[src/rtl/credit_bp_link.sv]
// Credit-gated NoC link endpoint pair: DVR -> credited link flits (tx), link flits -> per-VC FIFOs -> DVR (rx).
// Latency: tx accept -> link_o_v next cycle; link_i_v -> rx_o_v next cycle; pop -> link_o_credit next cycle.
// Backpressure: tx_o_b from zero credits or a lower VC winning this cycle; rx side obeys rx_i_b, overflow drops and flags.
//
// Ports:
//   clk, rst (async active-low)
//   tx_i_v/tx_i_d/tx_o_b          local sender, per-VC valid + shared flit + per-VC backpressure
//   link_o_v/link_o_d             outgoing link flit (one-hot valid), registered
//   link_i_credit                 credit returns from the far receiver
//   link_i_v/link_i_d             incoming link flit
//   link_o_credit                 credit returns to the far transmitter, one pulse per pop
//   rx_o_v/rx_o_d/rx_i_b          per-VC head flit to the local consumer with its backpressure
//   rx_err                        sticky: FIFO overflow or credit overflow

// Generic single-clock FIFO with N usable entries and a combinational head.
// Latency: push visible at the head one cycle later; pop retires the head at the edge.
// Backpressure: none upstream; a push into a full FIFO without a same-cycle pop is dropped and reported on ovf.
module cbl_fifo #(
    parameter int W = 8,
    parameter int N = 3
) (
    input  logic         clk,
    input  logic         rst,
    input  logic         push_vld,
    input  logic [W-1:0] push_dat,
    input  logic         pop_vld,
    output logic         head_vld,
    output logic [W-1:0] head_dat,
    output logic         ovf
);
    localparam int PW   = (N > 1) ? $clog2(N) : 1;
    localparam int CNTW = $clog2(N + 1);

    logic [W-1:0]    mem [N];
    logic [PW-1:0]   wr_ptr, rd_ptr;
    logic [CNTW-1:0] cnt;
    logic            full, do_push, do_pop;

    assign head_vld = (cnt != '0);
    assign head_dat = mem[rd_ptr];
    assign full     = (cnt == CNTW'(N));
    assign do_pop   = pop_vld && head_vld;
    // When full, a same-cycle pop frees the slot the write lands in.
    assign do_push  = push_vld && (!full || do_pop);
    assign ovf      = push_vld && full && !do_pop;

    always_ff @(posedge clk) begin
        if (do_push) mem[wr_ptr] <= push_dat;
    end

    always_ff @(posedge clk or negedge rst) begin
        if (!rst) begin
            wr_ptr <= '0;
            rd_ptr <= '0;
            cnt    <= '0;
        end else begin
            if (do_push) wr_ptr <= (wr_ptr == PW'(N - 1)) ? '0 : wr_ptr + 1'b1;
            if (do_pop)  rd_ptr <= (rd_ptr == PW'(N - 1)) ? '0 : rd_ptr + 1'b1;
            case ({do_push, do_pop})
                2'b10:   cnt <= cnt + 1'b1;
                2'b01:   cnt <= cnt - 1'b1;
                default: cnt <= cnt;
            endcase
        end
    end
endmodule

// Credit-based VC-aware flow-control endpoint pair.
// Latency: one registered stage on each of tx flit, rx head availability and credit return.
// Backpressure: tx per-VC by credits and lowest-index arbitration; rx per-VC via rx_i_b.
module credit_bp_link #(
    parameter  int VC_W  = 2,
    parameter  int D_W   = 32,
    parameter  int A_W   = 8,
    parameter  int DEPTH = 4,
    localparam int W     = A_W + D_W + 1
) (
    input  logic                      clk,
    input  logic                      rst,
    input  logic [VC_W-1:0]           tx_i_v,
    input  logic [W-1:0]              tx_i_d,
    output logic [VC_W-1:0]           tx_o_b,
    output logic [VC_W-1:0]           link_o_v,
    output logic [W-1:0]              link_o_d,
    input  logic [VC_W-1:0]           link_i_credit,
    input  logic [VC_W-1:0]           link_i_v,
    input  logic [W-1:0]              link_i_d,
    output logic [VC_W-1:0]           link_o_credit,
    output logic [VC_W-1:0]           rx_o_v,
    output logic [VC_W-1:0][W-1:0]    rx_o_d,
    input  logic [VC_W-1:0]           rx_i_b,
    output logic                      rx_err
);
    localparam int            CW   = $clog2(DEPTH) + 1;
    localparam logic [CW-1:0] CMAX = CW'(DEPTH - 1);

    logic [CW-1:0]   credit [VC_W];
    logic [VC_W-1:0] acc;
    logic [VC_W-1:0] cr_ovf;
    logic [VC_W-1:0] pop;
    logic [VC_W-1:0] fifo_ovf;
    logic            seen;

    // Lowest-index arbitration: once a VC wins, every higher VC sees backpressure.
    always_comb begin
        acc    = '0;
        tx_o_b = '0;
        seen   = 1'b0;
        for (int v = 0; v < VC_W; v++) begin
            tx_o_b[v] = (credit[v] == '0) || seen;
            if (tx_i_v[v] && (credit[v] != '0) && !seen) begin
                acc[v] = 1'b1;
                seen   = 1'b1;
            end
        end
    end

    // A credit arriving with the counter already full means the far end returned more than it got.
    always_comb begin
        cr_ovf = '0;
        for (int v = 0; v < VC_W; v++)
            cr_ovf[v] = link_i_credit[v] && (credit[v] == CMAX);
    end

    always_ff @(posedge clk or negedge rst) begin
        if (!rst) begin
            for (int v = 0; v < VC_W; v++) credit[v] <= CMAX;
        end else begin
            for (int v = 0; v < VC_W; v++) begin
                if (link_i_credit[v] && !acc[v])
                    credit[v] <= (credit[v] == CMAX) ? CMAX : credit[v] + 1'b1;
                else if (acc[v] && !link_i_credit[v])
                    credit[v] <= credit[v] - 1'b1;
            end
        end
    end

    always_ff @(posedge clk or negedge rst) begin
        if (!rst) begin
            link_o_v      <= '0;
            link_o_d      <= '0;
            link_o_credit <= '0;
            rx_err        <= 1'b0;
        end else begin
            link_o_v      <= acc;
            if (|acc) link_o_d <= tx_i_d;
            link_o_credit <= pop;
            rx_err        <= rx_err | (|cr_ovf) | (|fifo_ovf);
        end
    end

    assign pop = rx_o_v & ~rx_i_b;

    for (genvar v = 0; v < VC_W; v++) begin : g_vc
        cbl_fifo #(
            .W (W),
            .N (DEPTH - 1)
        ) u_fifo (
            .clk      (clk),
            .rst      (rst),
            .push_vld (link_i_v[v]),
            .push_dat (link_i_d),
            .pop_vld  (pop[v]),
            .head_vld (rx_o_v[v]),
            .head_dat (rx_o_d[v]),
            .ovf      (fifo_ovf[v])
        );
    end
endmodule

[config.mk]
export PLATFORM = sky130hd
export DESIGN_NAME = credit_bp_link
export DESIGN_NICKNAME = d
export VERILOG_FILES = /design/src/rtl/credit_bp_link.sv
export SDC_FILE = /design/constraint.sdc
export NUM_CORES = 1
export LEC_CHECK = 0
export BUFFER_PORTS_ARGS = -buffer_cell sky130_fd_sc_hd__buf_2
export CORE_MARGIN = 2
export CORE_UTILIZATION = 27
export DETAILED_ROUTE_END_ITERATION = 10
export HOLD_SLACK_MARGIN = 0.03
export PLACE_DENSITY = 0.53
export SETUP_SLACK_MARGIN = 0.02
export SLEW_MARGIN = 20
export SYNTH_ARGS = -nofsm -noshare
export SYNTH_HDL_FRONTEND = slang
export SYNTH_HIERARCHICAL = 1
export SYNTH_SLANG_ARGS = --single-unit
[constraint.sdc]
create_clock -name clk -period 4.65 [get_ports clk]
set_input_delay 0.2325 -clock clk [delete_from_list [all_inputs] [get_ports clk]]
set_output_delay 0.2325 -clock clk [all_outputs]
set_load 0.005 [all_outputs]
==> results list, run 1 <==
- The worst setup path is captured at a primary output.
* Area taken by multi-input logic gates: 2850 sq um
* Number of flip-flops and latches in the synthesized netlist: 310
- For this design, the sink count on the clock tree is 310.
- Worst stage delay on the critical path: 980 ps
* Smallest setup slack after layout: 1980 ps
* Part of the total power dissipated in the clock network: 29.4%
- Via count of the first global-routing pass: 6941
- Wire length per cell: 15.9 um
- Iteration count of the initial detailed-routing pass: 4
- Net switching is 30.4% of the power.
- Sequential elements use 74.2% of the synthesized area.
- Tightest slew margin relative to the limit: 35.1%
- Summed over all layers, the global routing overflow is 0.
- Required time at the worst-slack endpoint: 4420 ps
- Across the VDD grid, the largest voltage drop is 0.000244 V.
- Start-to-end type of the worst setup path: reg2out
* Source-to-sink clock delay at the later pin of the worst-skew pair: 530 ps
* Initial detailed-routing violation count: 217
- Ordered list of cells on the worst path: mux2i_1, o21ai_0, buf_2
- Measured along the x axis, the die boundary spans 216 um.
- Core ar.: 44200 sq um
* First-pass GRT wire length: 40.1 mm
* Std cell rows: 77
- Pre-CTS WS: 1990 ps
* Critical-path maximum fanout: 44
- After clock tree synthesis, the repair step resized 0 gates.
- Among all stages on the critical path, the largest delay is contributed by sky130_fd_sc_hd__dfrtp_4.
* Period utilization: 57.4%
- For the final database, setup skew stands at 15.2 ps.
* Result of the run: finished clean
* Cell-internal power: 6490 uW
- Gate count after technology mapping: 726
* Logic pwr share: 25.0%
- The number of pins with negative max-slew slack in the final report is 0.
* Net Switching: 2830 uW
- Largest net degree at the start of global routing: 86
* Fraction of final layout cells sized beyond drive strength 1: 32.8%
* Number of port buffers: 223
- After clock tree synthesis, the clock-pin slew on the worst setup and hold paths is 50 ps.
- Total standard cell area after synthesis: 12100 sq um
* Die Span Y: 216 um
- In this run, post-CTS hold repair placed 89 buffers.
* Max H-tree Level: 2
- The worst setup path is launched from a register.
* Total global-route track usage: 11.2%
- Detailed placement finished with a half-perimeter wire length of 16.1 mm.
* Static Leakage: 0.00614 uW
- The clock passes through at most 3 buffers.
* Fill count: 4178
* Clock tree root buffer cell: sky130_fd_sc_hd__clkbuf_16
- Number of vias in the routed layout: 6795
- The tightest min-delay check is of the in2reg type.
- GP Congestion: 0.707
* Highest attainable clock frequency: 0.375 GHz
- The number of antenna violations at the first check in global routing was 1.
- Initial Utilization: 27.4%
* Clock period minus worst slack: 2670 ps
- Netlist cell types: 36
* Postcts setup bufs: 0
* Synthesized net count: 828
- Yosys warning total: 6
- The die covers 46600 sq um.
- Post-route ant nets: 0
* Worst slew pin tran: 972 ps
- Mean instance size in the synthesized netlist: 16.7 sq um
- TritonCTS built the clock tree.
- Setup total negative slack on the finished layout was measured at 0 ps.
- 224 I/O pins were placed.
* Share of power burned in registers: 45.6%
- Setup repair after global routing missed its margin: false
- Nets: 1155
- PD cells: 587 nW/um^2
- Total clock buffers created by CTS: 36
- Setup violations remaining at the end of the flow were counted as 0.
* Max-capacitance violation count: 0
- The final-report hold violation count was 0.
* Syn-to-layout area delta: 31.2%
- At the worst endpoint, the arrival time is 2430 ps.
- Flip-flop and latch area: 9010 sq um
- Vias per cell: 4.07
- In the routed design, unresolved DRC markers number 0.
* Total wire length after detailed routing: 26.5 mm
==> critical path, delay by kind of cell (launching register included) <==
family	cells	cell delay, ps
muxes	1	150
buffers and inverters	1	230
DFF	1	980
AOI/OAI and AO/OA	1	540
==> kinds of logic (layout without fill, tap and decap cells) <==
kind of cell,count (synthesis),after routing,share of synthesized area (%)
AOI/OAI and AO/OA,102,102,4.68
xor gates and xnor gates,6,6,0.434
adders and majority gates,10,10,1.03
buffers and inverters,42,394,2.48
DFF,310,310,74.2
muxes,129,129,12.4
other,0,1,0
and+or+nand+nor,127,127,4.76
==> layout by cell type, fill, tap and decap left out, types with 5 or more instances in the layout <==
| cell | n |
|---|---|
| sky130_fd_sc_hd__clkinv_2 | 5 |
| sky130_fd_sc_hd__nor3b_1 | 7 |
| sky130_fd_sc_hd__edfxtp_1 | 246 |
| sky130_fd_sc_hd__buf_2 | 223 |
| sky130_fd_sc_hd__inv_1 | 10 |
| sky130_fd_sc_hd__nor2b_1 | 10 |
| sky130_fd_sc_hd__clkinv_1 | 5 |
| sky130_fd_sc_hd__dfrtp_1 | 56 |
| sky130_fd_sc_hd__clkbuf_16 | 37 |
| sky130_fd_sc_hd__nand2_1 | 89 |
| sky130_fd_sc_hd__dlygate4sd3_1 | 89 |
| sky130_fd_sc_hd__mux2_4 | 40 |
| sky130_fd_sc_hd__mux2i_1 | 84 |
| sky130_fd_sc_hd__ha_1 | 10 |
| sky130_fd_sc_hd__buf_4 | 8 |
| sky130_fd_sc_hd__o21ai_0 | 89 |
==> sequential cells by signal (all words and copies together) (netlist names) <==
register	count
credit	6
g_vc.u_fifo/cnt	4
g_vc.u_fifo/mem	246
g_vc.u_fifo/rd_ptr	4
g_vc.u_fifo/wr_ptr	4
link_o_credit	2
link_o_d	41
link_o_v	2
rx_err	1
==> metal layers <==
| layer | up-vias | share of wire, % | GRT usage, % |
|---|---|---|---|
| met3 | 44 | 6.8 | 3.28 |
| li1 | 3342 | - | - |
| met5 | - | 0 | 0 |
| met4 | 0 | 2.5 | 4.28 |
| met2 | 229 | 47 | 18.5 |
| met1 | 3180 | 44 | 13.9 |
==> power by group through the flow <==
| stage | clock, uW | combinational [uW] | sequential (uW) |
|---|---|---|---|
| after floorplan | 0 | 1650 | 3960 |
| after global placement | 0 | 2310 | 4310 |
| after detailed placement | 0 | 2340 | 4320 |
| after CTS | 2850 | 2410 | 4270 |
| after global routing | 2940 | 2600 | 4350 |
| final | 2740 | 2330 | 4250 |
==> worst paths after layout <==
check	start	endpoint	slack (ps)	cells after the start
worst min-delay path	link_i_v[0]	g_vc[0].u_fifo/wr_ptr[0]$_DFFE_PN0P_	140	3
worst max-delay path	g_vc[0].u_fifo/rd_ptr[0]$_DFFE_PN0P_	rx_o_d[21]	1980	3
worst max register to register	g_vc[1].u_fifo/cnt[0]$_DFFE_PN0P_	g_vc[1].u_fifo/mem[1][5]$_DFFE_PP_	2040	5
max in group asynchronous	rst	g_vc[0].u_fifo/rd_ptr[0]$_DFFE_PN0P_	3550	3
worst min register to register	credit[4]$_DFFE_PN1P_	credit[4]$_DFFE_PN1P_	480	2
min in group asynchronous	rst	link_o_d[1]$_DFFE_PN0P_	450	3
==> final cells by class <==
| type | instances | area share, % |
|---|---|---|
| Antenna cell | 1 | 0.0157 |
| Clock buffer | 42 | 6.01 |
| Clock inverter | 21 | 1.27 |
| Inverter | 10 | 0.236 |
| Multi-Input combinational cell | 374 | 18.0 |
| Sequential cell | 310 | 56.7 |
| Tap cell | 592 | 4.66 |
| Timing Repair Buffer | 321 | 13.2 |
==> Yosys cell counts (all sizes together) <==
master   number  area (sq um)
nor2          4          15.0
o21ai        91           478
nor3          4          20.0
mux2i        84           841
a21oi         4          20.0
or2           2          12.5
dfstp         4           105
a21o          3          23.8
and3          1          6.26
o31ai         2          15.0
nor2b        12          75.1
dfrtp        60          1500
nand3         1          5.00
nand2        91           347
a22oi         1          21.3
mux2         45           657
nor3b         9          67.6
edfxtp      246          7390
xnor2         4          35.0
buf          18           210
xor2          2          17.5
a2111oi       1          8.76
ha           10           125
inv          10          37.5
nand2b        3          28.8
clkbuf       14          52.6
==> through the flow <==
| step | total power, uW | cell area (sq um) | hold slack (ps) | util [%] | std cells |
|---|---|---|---|---|---|
| finish | 9320 | 15900 | 137 | 35.9 | 1671 |
| global route | 9900 | 15900 | 121 | 35.9 | 1671 |
| global placement | 6620 | 13800 | 443 | 31.2 | 1517 |
| floorplan | 5610 | 12100 | -63.1 | - | 726 |
| CTS | 9530 | 15900 | 99.4 | 35.9 | 1670 |
| detailed placement | 6660 | 13800 | 452 | 31.3 | 1518 |
(Power assumes the default switching activity.)
==> inputs of run 2 (changes only) <==
==> constraint.sdc (replaced) <==
create_clock -name clk -period 2.3 [get_ports clk]
set_input_delay 0.115 -clock clk [delete_from_list [all_inputs] [get_ports clk]]
set_output_delay 0.115 -clock clk [all_outputs]
set_load 0.005 [all_outputs]
==> results list, run 2 (synthesis gave the netlist of run 1 again) <==
* Max rail drop VDD: 0.000472 V (was 0.000244 V)
* Pre-CTS WS: 304 ps (was 1990 ps)
- The maximum clock insertion buffer count is 3 (unchanged).
- Critical-path maximum fanout: 31 (was 44)
- The total number of vias came to 7064 (was 6795).
- Ordered list of cells on the worst path: buf_4, nand2_1, o21ai_0, buf_2 (was mux2i_1, o21ai_0, buf_2)
* Final HPWL from detailed placement: 17.1 mm (was 16.1 mm)
* GP Congestion: 0.727 (was 0.707)
* Count of cells resized by post-cts repair: 0 (unchanged)
* Launch instance of the worst register-to-register path: g_vc[0].u_fifo/cnt[0]$_DFFE_PN0P_ (was g_vc[1].u_fifo/cnt[0]$_DFFE_PN0P_)
* Sum of buffers and inverters on the critical path: 2 (was 1)
- The final net count came to 1171 (was 1155).
- The number of remaining DRC errors is 0 (unchanged).
* PD cells: 1210 nW/um^2 (was 587 nW/um^2)
* Leading cell types in the layout, fill and taps excluded: 246 x sky130_fd_sc_hd__edfxtp_1, 223 x sky130_fd_sc_hd__buf_2, 93 x sky130_fd_sc_hd__dlygate4sd3_1, 89 x sky130_fd_sc_hd__nand2_1, 89 x sky130_fd_sc_hd__o21ai_0 (was 246 x sky130_fd_sc_hd__edfxtp_1, 223 x sky130_fd_sc_hd__buf_2, 89 x sky130_fd_sc_hd__nand2_1, 89 x sky130_fd_sc_hd__o21ai_0, 89 x sky130_fd_sc_hd__dlygate4sd3_1)
* First-pass GRT wire length: 43.1 mm (was 40.1 mm)
* Worst stage delay on the critical path: 620 ps (was 980 ps)
- The die height was 216 um (unchanged).
* Initial detailed-routing violation count: 262 (was 217)
* Clock tree from TritonCTS: built (unchanged)
- Total wire length after detailed routing: 28.0 mm (was 26.5 mm)
- Highest attainable clock frequency: 0.472 GHz
* Core ar.: 44200 sq um (unchanged)
- The top cell family by delay on the critical path is flip-flops (unchanged).
* Remaining global-route overflow: 0 (unchanged)
- Source-to-sink clock delay at the later pin of the worst-skew pair: 540 ps (was 530 ps)
- The initial core utilization came to 27.4% (unchanged).
- Smallest setup slack after layout: 183 ps (was 1980 ps)
* Setup repair after global routing missed its margin: false (unchanged)
- The clock skew after layout was 12.2 ps (was 15.2 ps).
- Biggest register: g_vc.u_fifo/mem (unchanged)
- The fraction of final layout cells with drive strength greater than 1 was 33.7% (was 32.8%).
* FF-to-FF path depth: 6 (was 5)
* Static Leakage: 0.00631 uW (was 0.00614 uW)
* Cell Area, Placed: 14000 sq um (was 13800 sq um)
- Post-route cell area: 16200 sq um (was 15900 sq um)
* CP arrival: 2000 ps (was 2430 ps)
- The via count of the first global-routing pass came to 7356 (was 6941).
- Required time at the worst-slack endpoint: 2180 ps (was 4420 ps)
* Clock period minus worst slack: 2120 ps
- Critical register-to-register path endpoint: rx_err$_DFF_PN0_ (was g_vc[1].u_fifo/mem[1][5]$_DFFE_PP_)
* Number of port buffers: 223 (unchanged)
- Max H-tree Level: 2 (unchanged)
* Tightest slew margin relative to the limit: 39.7% (was 35.1%)
- Post-route ant nets: 0 (unchanged)
- Setup TNS after final layout: 0 ps (unchanged)
- The CTS buffer count came to 37 (was 36).
- Antenna violations before repair: 3 (was 1)
- Largest net degree at the start of global routing: 42 (was 86)
* Cell type of the slowest stage on the worst timing path: sky130_fd_sc_hd__dfrtp_4 (unchanged)
- Largest registers in the final layout: g_vc.u_fifo/mem (246), link_o_d (41), credit (6) (unchanged).
- Worst slew pin tran: 904 ps (was 972 ps)
* Count of boundary I/O pins: 224 (unchanged)
- The most common cell after layout, fill and taps aside is sky130_fd_sc_hd__edfxtp_1 (unchanged).
- The clock transition time at the flip-flop clock pins of the worst setup and hold paths came to 60 ps (was 50 ps).
- The type of element capturing the critical path was a primary output (unchanged).
- The number of iterations in the first detailed-routing pass is 4 (unchanged).
- The critical path startpoint category is a register (unchanged).
* Max-capacitance violation count: 0 (unchanged)
* Final Max Tran Viols: 0 (unchanged)
- Worst-case register-to-register setup slack: 260 ps (was 2040 ps)
- Kind of path behind the tightest hold check: in2async (was in2reg)
* Result of the run: finished clean (unchanged)
- The final setup violation count came to 0 (unchanged).
- Clock tree root buffer cell: sky130_fd_sc_hd__clkbuf_16 (unchanged)
* Total global-route track usage: 12.1% (was 11.2%)
- Period utilization: 92.0%
- The total clock sinks came to 310 (unchanged).
- The routed via count divided by cell count is 4.18 (was 4.07).
* Largest register FFs: 246 (unchanged)
* Hold Fails Final Rpt: 0 (unchanged)
- Wire length per cell: 16.6 um (was 15.9 um)
- The synthesis-to-finish area growth was 34.1% (was 31.2%).
* Std cell rows: 77 (unchanged)
- Start-to-end type of the worst setup path: reg2out (unchanged)
- Die X-Extent: 216 um (unchanged)
* DIE AREA: 46600 sq um (unchanged)
-- run 2: cell types whose count changed in the layout (fill, tap and decap cells not counted), sizes merged --
| cell | delta |
|---|---|
| clkbuf | +1 |
| bufinv | +1 |
| diode | +1 |
| dlygate4sd3 | +4 |
| buf | +11 |
| clkinv | +3 |
| clkinvlp | -1 |
-- run 2: per-stage QoR --
| stage | std cells | utilization, % | total power, uW | hold WS (ps) |
|---|---|---|---|---|
| global route | 1690 | 36.7 | 20800 | 303 |
| CTS | 1689 | 36.7 | 20000 | 223 |
| finish | 1691 | 36.7 | 19600 | 251 |
| floorplan | 726 | - | 11400 | -181 |
| global placement | 1524 | 31.7 | 13700 | 290 |
| detailed placement | 1524 | 31.7 | 13700 | 299 |
-- run 2: repair_timing --
| action | in CTS | in global routing |
|---|---|---|
| setup buffers | 5 | 0 |
| hold buffers | 93 | 0 |
| endpoints found under the hold margin | 334 | 0 |
| setup endpoints to repair | 3 | 0 |
-- run 2: layer usage --
metal	GRT usage (%)	vias to the layer above	share of wire, %
met5	0	-	0.039
met4	3.63	2	1.6
met3	4.40	39	8.0
met2	20.2	233	48
met1	14.6	3405	42
li1	-	3385	-
-- run 2: worst register-to-register path, stage by stage (launching register included) --
cell,delay (ps)
sky130_fd_sc_hd__dfrtp_1,440
sky130_fd_sc_hd__or2_4,160
sky130_fd_sc_hd__nor2b_4,190
sky130_fd_sc_hd__nor3b_1,80
sky130_fd_sc_hd__a2111oi_0,420
sky130_fd_sc_hd__nand2_1,80
sky130_fd_sc_hd__dlygate4sd3_1,560
-- run 2: how the worst max path moves through the flow --
stage | from | end | slack (ps) | cells after the start
finish | g_vc[0].u_fifo/rd_ptr[1]$_DFFE_PN0P_ | rx_o_d[31] | 180 | 4
global route | g_vc[0].u_fifo/rd_ptr[1]$_DFFE_PN0P_ | rx_o_d[31] | 30 | 4
CTS | g_vc[0].u_fifo/rd_ptr[1]$_DFFE_PN0P_ | rx_o_d[31] | 60 | 4
detailed placement | g_vc[1].u_fifo/cnt[0]$_DFFE_PN0P_ | g_vc[1].u_fifo/mem[1][5]$_DFFE_PP_ | 300 | 5
global placement | g_vc[1].u_fifo/cnt[0]$_DFFE_PN0P_ | g_vc[1].u_fifo/mem[1][8]$_DFFE_PP_ | 370 | 5
floorplan | g_vc[0].u_fifo/cnt[0]$_DFFE_PN0P_ | g_vc[0].u_fifo/mem[2][0]$_DFFE_PP_ | -80 | 4
-- run 2: cell type report --
type                       instances  area, sq um
antenna                            2         5.00
tap                              592          741
inverter                          10         37.5
clock buffer                      43          980
timing repair buffer             336         2320
clock inverter                    24          254
sequential                       310         9010
multi-input combinational        374         2900
fill                            4154        28000
-- run 2: where the power goes --
group          total [uW]  switching [uW]  internal, uW  leakage, uW
sequential           8180             719          7460      0.00300
clock                5850            2320          3540     0.000608
combinational        5580            2980          2600      0.00270
